<file path="config.mk">
export PLATFORM = sky130hd
export DESIGN_NAME = multicycle_control_unit_flat
export DESIGN_NICKNAME = d
export VERILOG_FILES = /design/src/rtl/multicycle_control_unit_if.sv /design/src/rtl/multicycle_control_unit.sv /design/src/flat_wrapper.sv
export SDC_FILE = /design/constraint.sdc
export NUM_CORES = 1
export LEC_CHECK = 0
export CORE_AREA = 5 5 53 55
export CTS_CLUSTER_SIZE = 16
export DETAILED_ROUTE_END_ITERATION = 8
export DIE_AREA = 0 0 58 60
export HOLD_SLACK_MARGIN = 0.02
export PLACE_DENSITY = 0.8
export SYNTH_ARGS = -nofsm -noshare
export SYNTH_HDL_FRONTEND = slang
export SYNTH_SLANG_ARGS = --single-unit
</file>
<file path="constraint.sdc">
create_clock -name Clock -period 3 [get_ports Clock]
set_input_delay 0.75 -clock Clock [delete_from_list [all_inputs] [get_ports Clock]]
set_output_delay 0.75 -clock Clock [all_outputs]
set_load 0.02 [all_outputs]
</file>
<file path="src/rtl/multicycle_control_unit_if.sv">
// Handshake and control bundle between the instruction register,
// memory and datapath on one side and the multi-cycle control unit.
interface multicycle_control_unit_if #(
  parameter int OP_W = 4,
  parameter int FN_W = 4
);
  logic            Run;
  logic [OP_W-1:0] OPCODE;
  logic [FN_W-1:0] Funct;
  logic            mem_ready;
  logic            PCWrite;
  logic            IRWrite;
  logic            RegDst;
  logic            Branch;
  logic            MemRead;
  logic            MemToReg;
  logic [1:0]      AluOp;
  logic            MemWrite;
  logic            AluSrc;
  logic            RegWrite;
  logic            illegal_op;
  logic            mem_timeout;
  logic            busy;

  modport master (
    output Run, OPCODE, Funct, mem_ready,
    input  PCWrite, IRWrite, RegDst, Branch,
    input  MemRead, MemToReg, AluOp, MemWrite,
    input  AluSrc, RegWrite, illegal_op,
    input  mem_timeout, busy
  );

  modport slave (
    input  Run, OPCODE, Funct, mem_ready,
    output PCWrite, IRWrite, RegDst, Branch,
    output MemRead, MemToReg, AluOp, MemWrite,
    output AluSrc, RegWrite, illegal_op,
    output mem_timeout, busy
  );
endinterface

</file>
<file path="src/rtl/multicycle_control_unit.sv">
// Multi-cycle control FSM for the 24-bit CPU: FETCH/DECODE/EXEC/MEM/WB
// with a bounded wait on the memory ready handshake.
module multicycle_control_unit #(
  parameter int              OP_W    = 4,
  parameter int              FN_W    = 4,
  parameter logic [OP_W-1:0] OP_R    = 4'b0110,
  parameter logic [OP_W-1:0] OP_LS   = 4'b0010,
  parameter logic [OP_W-1:0] OP_SS   = 4'b0011,
  parameter logic [OP_W-1:0] OP_BEQ  = 4'b0100,
  parameter logic [OP_W-1:0] OP_ADDI = 4'b0001,
  parameter logic [FN_W-1:0] FN_NOWB = 4'b0101,
  parameter int              TIMEOUT = 15
) (
  input logic                     Clock,
  input logic                     Reset,
  multicycle_control_unit_if.slave cu
);

  localparam logic [2:0] S_IDLE   = 3'd0;
  localparam logic [2:0] S_FETCH  = 3'd1;
  localparam logic [2:0] S_DECODE = 3'd2;
  localparam logic [2:0] S_EXEC   = 3'd3;
  localparam logic [2:0] S_MEM    = 3'd4;
  localparam logic [2:0] S_WB     = 3'd5;

  localparam logic [7:0] TO_CNT = 8'(TIMEOUT);

  logic [2:0]      state;
  logic [2:0]      stateNext;
  logic [2:0]      finish;
  logic [OP_W-1:0] opReg;
  logic [FN_W-1:0] fnReg;
  logic [7:0]      waitCnt;

  logic isR;
  logic isLs;
  logic isSs;
  logic isBeq;
  logic isAddi;
  logic noWb;
  logic liveLegal;
  logic inWait;
  logic expired;

  assign isR    = opReg == OP_R;
  assign isLs   = opReg == OP_LS;
  assign isSs   = opReg == OP_SS;
  assign isBeq  = opReg == OP_BEQ;
  assign isAddi = opReg == OP_ADDI;
  assign noWb   = fnReg == FN_NOWB;

  assign liveLegal = cu.OPCODE inside
    {OP_R, OP_LS, OP_SS, OP_BEQ, OP_ADDI};

  assign inWait  = (state == S_FETCH) ||
                   (state == S_MEM);
  // ready on the last allowed cycle still wins
  assign expired = inWait && !cu.mem_ready &&
                   (waitCnt == TO_CNT);
  assign finish  = cu.Run ? S_FETCH : S_IDLE;

  always_comb begin
    stateNext = state;
    unique case (state)
      S_IDLE: begin
        if (cu.Run) stateNext = S_FETCH;
      end
      S_FETCH: begin
        if (cu.mem_ready)  stateNext = S_DECODE;
        else if (expired)  stateNext = S_IDLE;
      end
      S_DECODE: begin
        stateNext = liveLegal ? S_EXEC : finish;
      end
      S_EXEC: begin
        if (isBeq || (isR && noWb))
          stateNext = finish;
        else if (isLs || isSs)
          stateNext = S_MEM;
        else
          stateNext = S_WB;
      end
      S_MEM: begin
        if (cu.mem_ready)
          stateNext = isLs ? S_WB : finish;
        else if (expired)
          stateNext = S_IDLE;
      end
      S_WB: begin
        stateNext = finish;
      end
      default: stateNext = S_IDLE;
    endcase
  end

  always_ff @(posedge Clock) begin
    if (Reset) begin
      state   <= S_IDLE;
      opReg   <= '0;
      fnReg   <= '0;
      waitCnt <= '0;
    end else begin
      state <= stateNext;
      if (state == S_DECODE) begin
        opReg <= cu.OPCODE;
        fnReg <= cu.Funct;
      end
      if ((stateNext != state) &&
          ((stateNext == S_FETCH) ||
           (stateNext == S_MEM)))
        waitCnt <= '0;
      else if (inWait && !cu.mem_ready)
        waitCnt <= waitCnt + 8'd1;
    end
  end

  always_comb begin
    cu.PCWrite     = 1'b0;
    cu.IRWrite     = 1'b0;
    cu.RegDst      = 1'b0;
    cu.Branch      = 1'b0;
    cu.MemRead     = 1'b0;
    cu.MemToReg    = 1'b0;
    cu.AluOp       = 2'b00;
    cu.MemWrite    = 1'b0;
    cu.AluSrc      = 1'b0;
    cu.RegWrite    = 1'b0;
    cu.illegal_op  = 1'b0;
    cu.mem_timeout = expired;
    cu.busy        = state != S_IDLE;
    unique case (state)
      S_FETCH: begin
        cu.MemRead = 1'b1;
        cu.IRWrite = 1'b1;
        cu.PCWrite = cu.mem_ready;
      end
      S_DECODE: begin
        cu.illegal_op = !liveLegal;
      end
      S_EXEC: begin
        unique case (1'b1)
          isR: cu.AluOp = noWb ? 2'b11 : 2'b10;
          isLs, isSs, isAddi: cu.AluSrc = 1'b1;
          isBeq: begin
            cu.Branch = 1'b1;
            cu.AluOp  = 2'b01;
          end
          default: ;
        endcase
      end
      S_MEM: begin
        cu.AluSrc   = 1'b1;
        cu.MemRead  = isLs;
        cu.MemWrite = isSs;
      end
      S_WB: begin
        cu.RegWrite = 1'b1;
        cu.RegDst   = isR;
        cu.MemToReg = isLs;
      end
      default: ;
    endcase
  end

endmodule

</file>
<file path="src/flat_wrapper.sv">
// flat-port wrapper written by rule: the top's interface ports become plain ports
module multicycle_control_unit_flat 
#(
  parameter int              OP_W    = 4,
  parameter int              FN_W    = 4,
  parameter logic [OP_W-1:0] OP_R    = 4'b0110,
  parameter logic [OP_W-1:0] OP_LS   = 4'b0010,
  parameter logic [OP_W-1:0] OP_SS   = 4'b0011,
  parameter logic [OP_W-1:0] OP_BEQ  = 4'b0100,
  parameter logic [OP_W-1:0] OP_ADDI = 4'b0001,
  parameter logic [FN_W-1:0] FN_NOWB = 4'b0101,
  parameter int              TIMEOUT = 15
)
  (Clock, Reset, cu_Run, cu_OPCODE, cu_Funct, cu_mem_ready, cu_PCWrite, cu_IRWrite, cu_RegDst, cu_Branch, cu_MemRead, cu_MemToReg, cu_AluOp, cu_MemWrite, cu_AluSrc, cu_RegWrite, cu_illegal_op, cu_mem_timeout, cu_busy);
  multicycle_control_unit_if #(.OP_W(OP_W), .FN_W(FN_W)) cu_i ();
  input logic Clock;
  input logic Reset;
  input wire logic [$bits(cu_i.Run)-1:0] cu_Run;
  input wire logic [$bits(cu_i.OPCODE)-1:0] cu_OPCODE;
  input wire logic [$bits(cu_i.Funct)-1:0] cu_Funct;
  input wire logic [$bits(cu_i.mem_ready)-1:0] cu_mem_ready;
  output wire logic [$bits(cu_i.PCWrite)-1:0] cu_PCWrite;
  output wire logic [$bits(cu_i.IRWrite)-1:0] cu_IRWrite;
  output wire logic [$bits(cu_i.RegDst)-1:0] cu_RegDst;
  output wire logic [$bits(cu_i.Branch)-1:0] cu_Branch;
  output wire logic [$bits(cu_i.MemRead)-1:0] cu_MemRead;
  output wire logic [$bits(cu_i.MemToReg)-1:0] cu_MemToReg;
  output wire logic [$bits(cu_i.AluOp)-1:0] cu_AluOp;
  output wire logic [$bits(cu_i.MemWrite)-1:0] cu_MemWrite;
  output wire logic [$bits(cu_i.AluSrc)-1:0] cu_AluSrc;
  output wire logic [$bits(cu_i.RegWrite)-1:0] cu_RegWrite;
  output wire logic [$bits(cu_i.illegal_op)-1:0] cu_illegal_op;
  output wire logic [$bits(cu_i.mem_timeout)-1:0] cu_mem_timeout;
  output wire logic [$bits(cu_i.busy)-1:0] cu_busy;
  assign cu_i.Run = cu_Run;
  assign cu_i.OPCODE = cu_OPCODE;
  assign cu_i.Funct = cu_Funct;
  assign cu_i.mem_ready = cu_mem_ready;
  assign cu_PCWrite = cu_i.PCWrite;
  assign cu_IRWrite = cu_i.IRWrite;
  assign cu_RegDst = cu_i.RegDst;
  assign cu_Branch = cu_i.Branch;
  assign cu_MemRead = cu_i.MemRead;
  assign cu_MemToReg = cu_i.MemToReg;
  assign cu_AluOp = cu_i.AluOp;
  assign cu_MemWrite = cu_i.MemWrite;
  assign cu_AluSrc = cu_i.AluSrc;
  assign cu_RegWrite = cu_i.RegWrite;
  assign cu_illegal_op = cu_i.illegal_op;
  assign cu_mem_timeout = cu_i.mem_timeout;
  assign cu_busy = cu_i.busy;
  multicycle_control_unit #(.OP_W(OP_W), .FN_W(FN_W), .OP_R(OP_R), .OP_LS(OP_LS), .OP_SS(OP_SS), .OP_BEQ(OP_BEQ), .OP_ADDI(OP_ADDI), .FN_NOWB(FN_NOWB), .TIMEOUT(TIMEOUT)) u_core (.Clock(Clock), .Reset(Reset), .cu(cu_i));
endmodule
</file>
==> run metrics <==
outcome=completed; internal power=0.0003560 W; FMAX=343.0 MHz; first-pass GRT wire length=4.588 mm; Final Setup Violations=0; initial antenna violation count=0; top area cells in the synthesized netlist=dfxtp_1 (34%), mux2i_1 (8.0%), a311oi_1 (6.2%), nor2_1 (5.7%), xnor2_1 (3.9%); post-CTS setup repair buffer count=0; post-layout minimum cycle time=2915 ps; Die Width=58 µm; Antenna Nets Post-Route=0; Crit. End Element=primary output; Unique masters post-synth=45; top-count cell post-synth=dfxtp_1; PD cells=336.6 mW/mm²; fin nets=165; Max Cap Viol=0; CTS sink count=19; CTS max path bufs=2; final slew viol count=0; CTS Buf Count=3; Post-Layout Cell Count=181; Initial DRT Pass Iterations=4; DR vias=1,030; crit path kind=input port to primary output; num ports=26; CP required=2250 ps; Worst setup SP type=input port; Seq/Total Area, Yosys=0.3378; root buffer cell=clkbuf_4; CTS Hold Bufs=0; Vert. Die Dim=60 µm; final antenna diode count=0; CTS tree=built; Worst path slowest cell=clkdlybuf4s50_1; I/O Buffers=25; Final Hold Slack=509.3 ps; Net Sw Frac=0.2744; drt total wl=2.665 mm; VDD IR max=0.2642 mV; Placed Area=0.001418 mm²; Slew @ Worst Pin=614.7 ps; Comb power frac=0.191; layout cells sized above 1=0.1325; type of the worst min-delay path=register to register; GRT overflow=0; syn nets=135; Net Sw Power=0.0001346 W; Post-synth ARST share=0; critical-path cell list=clkdlybuf4s50_1 > nor3_2 > a211oi_1 > nor2_1 > clkdlybuf4s50_1; Reg power frac=0.545; Synth top area share=0.3378; Post-synth EDFFs=0; number of global-route vias before repair=1,005; Clk network pwr share=0.264; Core ar.=0.002342 mm²; Tot Pwr=0.0004906 W; drt wl/cell=14.72 µm; Starting Density=0.4808; largest net degree at the start of global routing=13; critical path arrival=2170 ps; crit share post-route=0.9717; Post-Place Worst Slack=-45.84 ps; Synth top cells by count=dfxtp_1 (19), nor2_1 (17), mux2i_1 (9), a311oi_1 (8), nand2_1 (7); Total GRT Usage=0.1703; final hold vios=0; die area=0.003480 mm²; slowest stage delay, CP=600 ps; # DRC=0; clk_lat worst skew=290 ps; GP Congestion=0.8773; FF+latch count, synth=19; Mapped Avg Cell Area=9.230 µm²; cell taking the most area after synthesis=dfxtp_1; Max FO, Critical Path=2; DP Cell Count=177; final instance area=0.001458 mm²; Ys Warns=0; Clock Pin Slew Worst Setup and Hold Paths=110 ps; H-tree levels=1; Primary FF master, synth=dfxtp_1; Syn-to-layout area delta=29.44%; PnR worst setup slack=84.91 ps; cell row count=18; vias per cell=5.691; detailed placer's ending HPWL=1.991 mm; leak pwr=0.5345 nW; relative slew slack=0.5893; RSZ-0062 raised after global routing=no; Post-Syn Instances=122; clock skew=1.610 ps; drt initial violations=24; Most common cell on crit path=clkdlybuf4s50_1; Netlist Area Pre-Place=0.001126 mm²
-- layout make-up --
class	count	area, µm²
Clock buffer	4	26.28
Timing Repair Buffer	32	301.5
Inverter	2	7.507
Tap cell	30	37.54
Fill cell	204	884.6
Sequential cell	19	380.4
Multi-Input combinational cell	94	704.4
-- state kept, by name (all words and copies together), names as in the netlist --
signal,flops
u_core.fnReg,4
u_core.opReg,4
u_core.state,3
u_core.waitCnt,8
-- logic make-up (layout without fill, tap and decap cells) --
kind of cell,after synthesis,in the layout,synth area share
AND/OR/NAND/NOR,53,53,0.2656
multiplexers,9,9,0.08000
AO/OA/AOI/OAI,23,23,0.1933
adder cells (fa/ha/maj),1,1,0.01111
flip-flops,19,19,0.3378
buffers and inverters,9,38,0.04999
XOR/XNOR,8,8,0.06222
-- critical path: cells and delay by family --
family,cells,cell delay [ps]
AO/OA/AOI/OAI,1,70
buffers and inverters,2,1040
AND/OR/NAND/NOR,2,310
-- cells in the final DEF (no fill, tap or decap), types with 2 or more instances in the layout --
| cell type | n |
|---|---|
| and2_1 | 3 |
| mux2i_1 | 9 |
| nor3_1 | 4 |
| o21a_1 | 2 |
| xnor2_1 | 5 |
| a311oi_1 | 8 |
| clkbuf_4 | 3 |
| nand2_1 | 7 |
| o21bai_1 | 2 |
| nor3_2 | 2 |
| nor2_1 | 17 |
| or3b_1 | 2 |
| buf_4 | 7 |
| dfxtp_1 | 19 |
| xor2_1 | 3 |
| nor3b_1 | 2 |
| nand2b_1 | 2 |
| clkdlybuf4s50_1 | 24 |
-- power groups by stage --
stage                      logic, W  clock network [W]  registers [W]
after floorplan           0.0000592                  0       0.000266
after global placement    0.0000912                  0       0.000272
after detailed placement  0.0000926                  0       0.000272
after CTS                 0.0000930           0.000133       0.000267
after global routing       0.000102           0.000142       0.000269
final                     0.0000935           0.000130       0.000268
-- metrics by stage --
step,utilization,setup TNS [ps]
6_report,0.6223,0
5_1_grt,0.6223,0
4_1_cts,0.6159,0
3_5_place_dp,0.6052,-45.84
3_3_place_gp,0.6052,-38.35
2_1_floorplan,-,0
-- worst paths after layout --
check / startpoint / to / slack (ps) / cells past startpoint
worst min-delay path: u_core.fnReg[3] / u_core.fnReg[3] / 510 / 2
worst min register to register: u_core.fnReg[3] / u_core.fnReg[3] / 510 / 2
worst max register to register: u_core.state[1] / u_core.waitCnt[6] / 840 / 6
worst max-delay path: cu_OPCODE[0] / cu_illegal_op / 80 / 5
-- what timing repair did --
| action | in CTS | in global routing |
|---|---|---|
| gates resized for setup | 1 | 3 |
| endpoints found under the setup margin | 1 | 5 |
| endpoints found under the hold margin | 0 | 0 |
-- layer usage --
layer / GRT usage / part of all wire / up-vias
met1: 0.2154 / 0.46 / 490
met5: 0 / 0 / -
met3: 0.03240 / 0.044 / 4
li1: - / - / 510
met4: 0.07285 / 0.015 / 0
met2: 0.2823 / 0.48 / 26
Note: power is estimated with default switching activity, not from simulation.
